$ cat config.mk
export PLATFORM = sky130hd
export DESIGN_NAME = hack_cpu_ctrl
export DESIGN_NICKNAME = d
export VERILOG_FILES = /design/src/rtl/hack_cpu_ctrl.sv
export SDC_FILE = /design/constraint.sdc
export NUM_CORES = 1
export LEC_CHECK = 0
export BUFFER_PORTS_ARGS = -buffer_cell sky130_fd_sc_hd__buf_4
export CORE_MARGIN = 3
export CORE_UTILIZATION = 50
export DETAILED_ROUTE_END_ITERATION = 12
export GPL_TIMING_DRIVEN = 0
export PLACE_DENSITY_LB_ADDON = 0.05
export SYNTH_ARGS = -nofsm -noshare
export SYNTH_HDL_FRONTEND = slang
export SYNTH_SLANG_ARGS = --single-unit
$ cat constraint.sdc
create_clock -name clk -period 4.3 [get_ports clk]
set_input_delay 0.86 -clock clk [delete_from_list [all_inputs] [get_ports clk]]
set_output_delay 0.86 -clock clk [all_outputs]
set_load 0.02 [all_outputs]
$ cat src/rtl/hack_cpu_ctrl.sv
// Multi-cycle HACK instruction sequencer: owns A/D/PC/IR, drives an external ALU
// and talks to instruction/data memories through req/ack handshakes.
`timescale 1ns/1ps

module hack_cpu_ctrl #(
    parameter logic [14:0] RESET_PC = 15'h0000
) (
    input  logic        clk,
    input  logic        rst,
    output logic        imem_req,
    output logic [14:0] imem_addr,
    input  logic [15:0] imem_data,
    input  logic        imem_ack,
    output logic        dmem_rd,
    output logic        dmem_wr,
    output logic [14:0] dmem_addr,
    output logic [15:0] dmem_wdata,
    input  logic [15:0] dmem_rdata,
    input  logic        dmem_ack,
    output logic [15:0] alu_x,
    output logic [15:0] alu_y,
    output logic [5:0]  alu_ctl,
    input  logic [15:0] alu_out,
    input  logic        alu_zr,
    input  logic        alu_ng,
    output logic [14:0] pc,
    output logic [15:0] a_reg,
    output logic [15:0] d_reg,
    output logic        instr_done
);

    typedef enum logic [2:0] {FETCH, DECODE, MEMRD, EXEC, MWRITE} state_t;

    state_t      state, state_next;
    logic [15:0] ir, a_q, d_q, m_latch, r_q;
    logic [14:0] pc_q, pc_inc;
    logic        take, take_q, done_q, retire;

    assign pc_inc = pc_q + 15'd1;
    assign take   = (ir[2] & alu_ng) | (ir[1] & alu_zr) | (ir[0] & ~alu_ng & ~alu_zr);

    always_ff @(posedge clk or posedge rst) begin
        if (rst) state <= FETCH;
        else     state <= state_next;
    end

    always_comb begin
        state_next = state;
        retire     = 1'b0;
        case (state)
            FETCH:  if (imem_ack) state_next = DECODE;
            DECODE: begin
                if (!ir[15]) begin
                    retire     = 1'b1;
                    state_next = FETCH;
                end else if (ir[12]) begin
                    state_next = MEMRD;
                end else begin
                    state_next = EXEC;
                end
            end
            MEMRD:  if (dmem_ack) state_next = EXEC;
            EXEC: begin
                if (ir[3]) begin
                    state_next = MWRITE;
                end else begin
                    retire     = 1'b1;
                    state_next = FETCH;
                end
            end
            MWRITE: begin
                if (dmem_ack) begin
                    retire     = 1'b1;
                    state_next = FETCH;
                end
            end
            default: state_next = FETCH;
        endcase
    end

    // A and PC only change at retire, so dmem_addr and the jump target keep the old A
    // throughout MWRITE; the deferred A write therefore comes from R, not the live ALU.
    always_ff @(posedge clk or posedge rst) begin
        if (rst) begin
            pc_q    <= RESET_PC;
            a_q     <= 16'h0000;
            d_q     <= 16'h0000;
            ir      <= 16'h0000;
            m_latch <= 16'h0000;
            r_q     <= 16'h0000;
            take_q  <= 1'b0;
            done_q  <= 1'b0;
        end else begin
            done_q <= retire;
            case (state)
                FETCH:  if (imem_ack) ir <= imem_data;
                DECODE: begin
                    if (!ir[15]) begin
                        a_q  <= {1'b0, ir[14:0]};
                        pc_q <= pc_inc;
                    end
                end
                MEMRD:  if (dmem_ack) m_latch <= dmem_rdata;
                EXEC: begin
                    r_q <= alu_out;
                    if (ir[4]) d_q <= alu_out;
                    if (ir[3]) begin
                        take_q <= take;
                    end else begin
                        if (ir[5]) a_q <= alu_out;
                        pc_q <= take ? a_q[14:0] : pc_inc;
                    end
                end
                MWRITE: begin
                    if (dmem_ack) begin
                        if (ir[5]) a_q <= r_q;
                        pc_q <= take_q ? a_q[14:0] : pc_inc;
                    end
                end
                default: ;
            endcase
        end
    end

    assign imem_req   = !rst && (state == FETCH);
    assign dmem_rd    = !rst && (state == MEMRD);
    assign dmem_wr    = !rst && (state == MWRITE);
    assign imem_addr  = pc_q;
    assign dmem_addr  = a_q[14:0];
    assign dmem_wdata = r_q;
    assign alu_x      = d_q;
    assign alu_y      = ir[12] ? m_latch : a_q;
    assign alu_ctl    = ir[11:6];
    assign pc         = pc_q;
    assign a_reg      = a_q;
    assign d_reg      = d_q;
    assign instr_done = done_q;

endmodule
== Word level (Yosys, flattened, before mapping) ==
Index checks and enable logic that the tools add are counted.

* Flip-flop bits (word level): 100
* Bits in latches: 0
* Bits in writable memories: 0
* ROM bits: 0
* Bits of input ports: 54
* Logic and storage cells: 66
* Memories: 0

* $add $sub $neg: 1
* Multipliers: 0
* Divide/modulo/power cells: 0
* Order comparisons: 0
* Eq/ne operators: 11
* Shifts and indexed selects: 0
* Multiplexer cells: 24
* Bitwise gates (word level): 8
* Reductions and logical operators: 13

{| class="wikitable"
|+ Operators with widths
! cell !! number
|-
| 2-to-1 mux 16 bit || 6
|-
| 2-to-1 mux 15 bit || 5
|-
| case mux 16 bit (3 select lines) || 1
|-
| case mux 15 bit (3 select lines) || 1
|-
| adder 15 x 1 -> 15 bit, second input constant || 1
|-
| case mux 3 bit (5 select lines) || 1
|-
| inequality test 2 bit, second input constant || 7
|-
| 2-to-1 mux 3 bit || 4
|-
| AND reduction 2 bit || 4
|-
| == test 3 x 2 -> 1 bit, second input constant || 2
|-
| AND reduction 6 bit || 1
|-
| AND 1 bit || 4
|-
| 2-to-1 mux 1 bit || 4
|-
| AND reduction 4 bit || 1
|-
| == test 3 x 1 -> 1 bit, second input constant || 1
|-
| == test 3 bit, second input constant || 1
|-
| logical AND 1 bit || 3
|-
| logical NOT 3 bit || 1
|-
| case mux 1 bit (3 select lines) || 1
|-
| AND reduction 3 bit || 1
|-
| nonzero test 3 bit || 1
|-
| 2-to-1 mux 2 bit || 1
|-
| inverter 1 bit || 2
|-
| bitwise OR 1 bit || 2
|-
| logical NOT 1 bit || 1
|}

== Depth between registers and ports, before layout ==
Gate-level depths: netlist of the first run.

* Depth in word-level cells: 7
* Depth in mapped cells: 8
* Depth with buffers taken out: 5

== Worst setup path before layout of the first run ==
No wires, ideal clock.

* Path kind: input to output
* Start: in rst
* End: out dmem_wr
* Data arrival time: 3.389 ns
* Path slack: 0.051 ns
* Stages: 2
* Path buffers: 0
* Cell sequence: inv_1 and2_1

* Longest elaborated chain between the ends: 2

{| class="wikitable"
|+ RTL lines
! element !! RTL line !! text
|-
| start: declaration || 9 || <nowiki>input logic rst,</nowiki>
|-
| logical NOT 1 bit || 127 || <nowiki>assign dmem_wr = !rst && (state == MWRITE);</nowiki>
|-
| logical AND 1 bit || 127 ||
|-
| end: declaration || 15 || <nowiki>output logic dmem_wr,</nowiki>
|}

Every way passes these cells.

== Worst setup path in the final report of the first run ==
* Start: reg state[2]
* End: out dmem_wr

* Longest elaborated chain between the ends: 2

{| class="wikitable"
|+ RTL lines
! element !! RTL line !! text
|-
| start: declaration || 34 || <nowiki>state_t state, state_next;</nowiki>
|-
| start signal: assignment || 44 || <nowiki>else state <= state_next;</nowiki>
|-
| == test 3 bit || 127 ||
|-
| logical AND 1 bit || 127 ||
|}

Every way passes these cells.

==> results of run 1 <==
synth_stat cells (all sizes together), types with 4 or more instances:
cell type and count:
dfrtp 100, mux2 75, buf 70, nand2 27
nand4 27, a22o 18, inv 18, a21oi 17
mux2i 15, clkbuf 12, nor2 11, o211ai 11
o21ai 9, nand3 7, nor4 5, nor3 4
worst reg2reg max path, stage by stage, from the launching register on:
cell and delay (ns):
dfrtp_1 0.38, buf_2 0.19, nor4b_2 0.72, buf_2 0.42
mux2_2 0.39
layout by cell type, fill, tap and decap left out, types with 3 or more instances in the layout:
| cell type | count |
|---|---|
| nor2_1 | 10 |
| nand2_1 | 27 |
| o2111ai_1 | 3 |
| clkbuf_8 | 11 |
| mux2i_1 | 15 |
| a31oi_1 | 3 |
| a22o_1 | 18 |
| inv_1 | 17 |
| dfrtp_1 | 100 |
| mux2_1 | 37 |
| buf_4 | 241 |
| nand3_1 | 7 |
| clkbuf_1 | 13 |
| nand4_1 | 27 |
| o21ai_0 | 7 |
| mux2_2 | 38 |
| buf_2 | 13 |
| o211ai_1 | 11 |
| nor3_1 | 3 |
| and3_1 | 3 |
| a211oi_1 | 3 |
| nor4_1 | 5 |
| a21oi_1 | 17 |
area by class of cell:
type | instances | area, µm² | area share [%]
Sequential cell | 100 | 2502 | 35.11
Multi-Input combinational cell | 271 | 2172 | 30.47
Timing Repair Buffer | 189 | 1439 | 20.19
Buffer | 82 | 538.0 | 7.548
Tap cell | 133 | 166.4 | 2.335
Clock buffer | 12 | 155.1 | 2.177
Inverter | 19 | 86.33 | 1.211
Clock inverter | 3 | 68.82 | 0.9654
metrics by stage:
step | cells | setup TNS (ns) | hold WS (ns)
2_1_floorplan | 472 | 0 | 0.4522
3_5_place_dp | 794 | 0 | 0.4748
4_1_cts | 809 | 0 | 0.4945
3_3_place_gp | 793 | -50.02 | 0.4639
6_report | 809 | 0 | 0.4896
5_1_grt | 809 | 0 | 0.5077
routing by layer:
metal	track usage, %	up-vias
met5	0	-
li1	-	2076
met3	7.223	18
met2	41.01	162
met4	7.845	0
met1	31.90	2119
power by group through the flow:
stage / Clock [W] / Sequential (W) / Combinational, W
detailed placement: 0 / 0.00181 / 0.00359
floorplan: 0 / 0.00203 / 0.00195
CTS: 0.000691 / 0.00180 / 0.00360
global placement: 0 / 0.00178 / 0.00353
finish: 0.000678 / 0.00180 / 0.00357
global route: 0.000731 / 0.00187 / 0.00382
kinds of logic (layout without fill, tap and decap cells):
family / Yosys count / count (layout) / synth area share (%)
flops: 100 / 100 / 47.25
simple gates: 105 / 105 / 11.62
mux: 90 / 90 / 18.78
buf+inv: 101 / 305 / 11.74
compound gates: 75 / 75 / 10.37
fa+ha+maj: 1 / 1 / 0.2362
path summary, 6_finish.rpt:
path,endpoint,slack [ns],depth (start not counted)
setup / recovery,dmem_wr,1.15,6
hold / removal,m_latch[9]$_DFFE_PP0P_,0.49,1
setup reg to reg,ir[5]$_DFFE_PP0P_,2.10,4
hold reg to reg,m_latch[9]$_DFFE_PP0P_,0.49,1
max in group asynchronous,imem_addr[1]$_DFFE_PP0P_,3.03,3
min in group asynchronous,a_reg[7]$_DFFE_PP0P_,0.60,2
==> impl_metrics.ini, run 1 <==
[route]
totalWireLength_mm = 14.42
wire_per_inst_um = 17.82
met2WireLength_mm = 7.154
ant_nets = 0
initialDrtViolationCount = 193
first_pass_iters = 5
vias = 4375
dr.max_layer_used = met4
remaining_drc_errors = 0
met1_length_mm = 5.912
route.met3.wl_mm = 1.124
viasPerCell = 5.408

[yosys]
synth_edf_count = 0
synthArstFlopShare_pct = 100.0
ys_seq_area_share_pct = 47.25
synth_area_leaders = dfrtp_1 (47%), mux2_2 (8.1%), mux2_1 (7.9%), buf_4 (7.5%), nand4_1 (3.2%)
yosys_warnings = 0
ys_ff_latch = 100
ys_types = 54
yosys.area.top_type_share_pct = 47.25
netlist_area_mm2 = 0.005296
yosys.area.top_type = dfrtp_1
post_synth.cell_area_avg_um2 = 11.22
synth_flop_cell = dfrtp_1
synth_fp_nets = 527
synthCells = 472

[grt]
grt_max_degree = 53
track_usage_pct = 24.97
grt_overflow_total = 0
grt_pass1_vias = 4351
antenna_found_initial = 0
grt_pass1_wl_mm = 22.97

[placement]
gp_congestion = 0.8485
pre_cts_slack_ns = 1.533
placed_cell_area_mm2 = 0.006904
numPortBuffers = 188
dpl.hpwl_mm = 10.87

[setup_path]
path_class = reg2out
critPathLaunchType = register
cp_top_family = buffers and inverters
required_ns = 3.44
crit_start = state[2]$_DFFE_PP0P_
r2r-start = state[1]$_DFFE_PP0P_
cpMaxStageDelayCell = buf_1
crit_top_cell = buf_2
cpPeakStageDelay_ns = 0.46
cp_num_buf_inv = 4
cp_cell_sequence = buf_2 -> nor3b_2 -> buf_2 -> buf_1 -> and2_1 -> buf_4
crit_fanout = 10
worstPathArrival_ns = 2.29
end_kind = output port

[power_and_ir_drop]
clkPwrFrac_pct = 11.2
combPwrFrac_pct = 59.0
total_power_w = 0.006045
swShare_pct = 42.91
ir_drop_mv = 0.5032
power_density_mw_per_mm2 = 848.1
p_switching_w = 0.002594
p_int_w = 0.003451
leakage_nw = 3.474
seqPwrFrac_pct = 29.7

[clock_network]
cts_sinks = 100
clock_latency_ns = 0.36
cts_root_buf = clkbuf_8
h-tree-depth = 3
cts_hold_buffers = 0
cts_max_path_buffers = 2
cts_setup_buffers = 0
numCtsBuffers = 9
clk_pin_slew_worst_paths_ns = 0.09
ctsResizeCount = 0
cts_tree = yes

[sta]
setup_viol = 0
hold_viol = 0
finalCritPeriodShare_pct = 73.25
fmax_mhz = 317.5
rsz0062_at_grt = false
slew_viol_final = 0
worst_slew_pin_slew_ns = 0.7687
period_minus_slack_ns = 3.150
fin_ws_ns = 1.150
slew_headroom_pct = 48.62
finClkSkew_ns = 0.01037

[final_layout]
finalNetCount = 727
num-fill-cells = 761
num_antenna_cells = 0
drive_above_1_share_pct = 47.19
fin_area_mm2 = 0.007128
area_growth_pct = 34.59
utilization_pct = 70.96

[floorplan]
core.rowCount = 36
initial_utilization_pct = 52.73
core_mm2 = 0.01004
ios = 189
die_w_um = 108.9
die_height_um = 108.9
dieArea_mm2 = 0.01186

[min_path]
hp-class = reg2reg
hp-start = m_latch[9]$_DFFE_PP0P_

[job]
maxCapViolCount = 0

[outcome]
status = complete, no violations
Power figures use the tool's default switching activity.
==> run 2, diff against run 1 <==
--- a/config.mk
+++ b/config.mk
@@ -5,6 +5,7 @@
 export SDC_FILE = /design/constraint.sdc
 export NUM_CORES = 1
 export LEC_CHECK = 0
+export ABC_AREA = 1
 export BUFFER_PORTS_ARGS = -buffer_cell sky130_fd_sc_hd__buf_4
 export CORE_MARGIN = 3
 export CORE_UTILIZATION = 50
==> constraint.sdc (replaced) <==
create_clock -name clk -period 3.12 [get_ports clk]
set_input_delay 0.624 -clock clk [delete_from_list [all_inputs] [get_ports clk]]
set_output_delay 0.624 -clock clk [all_outputs]
set_load 0.02 [all_outputs]
==> run 2 against run 1 <==
Sequential power up 39%. Wire length decreased by 1.2%. Clock skew grew 0.0028 ns. Final cell count is 12% higher. Via count is 5.3% higher.
==> impl_metrics.ini, run 2 <==
[outcome]
status = complete, no violations

[clock_network]
cts_setup_buffers = 0
cts_max_path_buffers = 2
cts_hold_buffers = 0
clk_pin_slew_worst_paths_ns = 0.10
h-tree-depth = 3
numCtsBuffers = 9
cts_sinks = 100
ctsResizeCount = 0
cts_root_buf = clkbuf_8
cts_tree = yes
clock_latency_ns = 0.36

[sta]
setup_viol = 0
fmax_mhz = 386.0
fin_setup_tns_ns = 0
period_minus_slack_ns = 2.590
finClkSkew_ns = 0.01316
worst_slew_pin_slew_ns = 0.7869
slew_headroom_pct = 47.43
rsz0062_at_grt = false
finalCritPeriodShare_pct = 83.02
slew_viol_final = 0
hold_viol = 0

[grt]
grt_pass1_wl_mm = 23.02
track_usage_pct = 25.73
grt_overflow_total = 0
grt_pass1_vias = 4673
grt_max_degree = 36
antenna_found_initial = 0

[final_layout]
layout_common_cells = buf_4 (241), nand2_1 (127), dfrtp_1 (100)
drive_above_1_share_pct = 41.96
mostFrequentLayoutCell = buf_4
num-fill-cells = 807
area_growth_pct = 35.42
num_antenna_cells = 0
finalNetCount = 827
fin_area_mm2 = 0.006874

[route]
initialDrtViolationCount = 178
remaining_drc_errors = 0
ant_nets = 0
first_pass_iters = 4
vias = 4608
totalWireLength_mm = 14.25
viasPerCell = 5.064
wire_per_inst_um = 15.66

[power_and_ir_drop]
clkPwrFrac_pct = 9.2
seqPwrFrac_pct = 29.8
p_int_w = 0.004509
swShare_pct = 46.26
ir_drop_mv = 0.6558
combPwrFrac_pct = 61.0
p_switching_w = 0.003882
leakage_nw = 3.558
power_density_mw_per_mm2 = 1221

[placement]
gp_congestion = 0.8693
dpl.hpwl_mm = 11.09
placed_cell_area_mm2 = 0.006698
numPortBuffers = 188

[job]
maxCapViolCount = 0

[yosys]
synth_area_leaders = dfrtp_1 (49%), nand2_1 (9.4%), mux2_2 (8.9%), buf_4 (7.8%), o21ai_0 (4.6%)
synth_common_cells = nand2_1 (127), dfrtp_1 (100), buf_4 (53)
synth_fp_nets = 626
ys_ff_latch = 100
ys_types = 33
synthCells = 571
yosys.area.top_type = dfrtp_1
post_synth.cell_area_avg_um2 = 8.890
yosys_warnings = 0
yosysMostFrequentCell = nand2_1
synth_edf_count = 0
ys_seq_area_share_pct = 49.30
netlist_area_mm2 = 0.005076
synthArstFlopShare_pct = 100.0
synth_flop_cell = dfrtp_1
yosys.area.top_type_share_pct = 49.30

[setup_path]
required_ns = 2.50
cp_num_buf_inv = 3
worstPathArrival_ns = 1.97
cpMaxStageDelayCell = dfrtp_1
critPathLaunchType = register
worst-path-stages = 5
path_class = reg2out
cpPeakStageDelay_ns = 0.53
reg2regPathDepth = 7
cp_cell_sequence = nand2_2 -> clkbuf_1 -> buf_2 -> nor2_1 -> buf_4
cp_top_family = buffers and inverters
end_kind = output port
crit_fanout = 10

[floorplan]
die_w_um = 106.8
core.rowCount = 36
initial_utilization_pct = 51.69
dieArea_mm2 = 0.01140
ios = 189
core_mm2 = 0.009819
die_height_um = 106.8

[min_path]
hp-class = in2async
[run 2: final timing paths]
check                                       endpoint  slack [ns]                     from
max                                          dmem_wr        0.53     state[2]$_DFFE_PP0P_
min                        dmem_wdata[2]$_DFFE_PP0N_        0.41                      rst
max reg2reg                 imem_addr[6]$_DFFE_PP0P_        1.30     state[2]$_DFFE_PP0P_
min reg2reg                  m_latch[15]$_DFFE_PP0P_        0.51  m_latch[15]$_DFFE_PP0P_
max in group asynchronous   imem_addr[1]$_DFFE_PP0P_        1.84                      rst
min in group clk             m_latch[11]$_DFFE_PP0P_        0.48           dmem_rdata[11]
[run 2: kinds of logic after synthesis]
logic type      Yosys count  synth area share (%)
xor+xnor                  4                0.6903
fa+ha+maj                 1                0.2464
compound gates          103                 11.22
buf+inv                 128                 13.80
simple gates            195                 15.87
flops                   100                 49.30
mux                      40                 8.874
[run 2: cell type report]
class	instances	area [µm²]	share of cell area [%]
inverter	57	220.2	3.203
tap	133	166.4	2.421
buffer	71	484.2	7.044
clock buffer	9	123.9	1.802
multi-input combinational	343	1873	27.25
sequential	100	2502	36.40
clock inverter	7	52.55	0.7645
timing repair buffer	190	1451	21.11
[run 2: power groups by stage]
stage	registers (W)	clock network [W]	logic [W]
finish	0.00250	0.000774	0.00511
global placement	0.00249	0	0.00503
global route	0.00260	0.000842	0.00555
floorplan	0.00285	0	0.00274
detailed placement	0.00252	0	0.00514
CTS	0.00250	0.000782	0.00515
[run 2: per-layer routing]
| layer | vias to the layer above | share of wire [%] | global-route usage, % |
|---|---|---|---|
| met5 | - | 0 | 0 |
| met4 | 0 | 2.2 | 8.219 |
| met3 | 29 | 6.8 | 4.997 |
| met2 | 173 | 49 | 43.79 |
| met1 | 2185 | 42 | 33.19 |
| li1 | 2221 | - | - |
[run 2: through the flow]
| stage | cells | hold WS (ns) | total power [W] | worst slack (ns) | utilization, % |
|---|---|---|---|---|---|
| floorplan | 571 | 0.4792 | 0.005594 | 1.195 | - |
| global placement | 892 | 0.4877 | 0.007516 | 0.5920 | 67.80 |
| detailed placement | 894 | 0.4929 | 0.007662 | 0.9391 | 68.21 |
| CTS | 910 | 0.4181 | 0.008433 | 0.5259 | 70.01 |
| global route | 910 | 0.4575 | 0.008994 | 0.4337 | 70.01 |
| finish | 910 | 0.4064 | 0.008391 | 0.5297 | 70.01 |
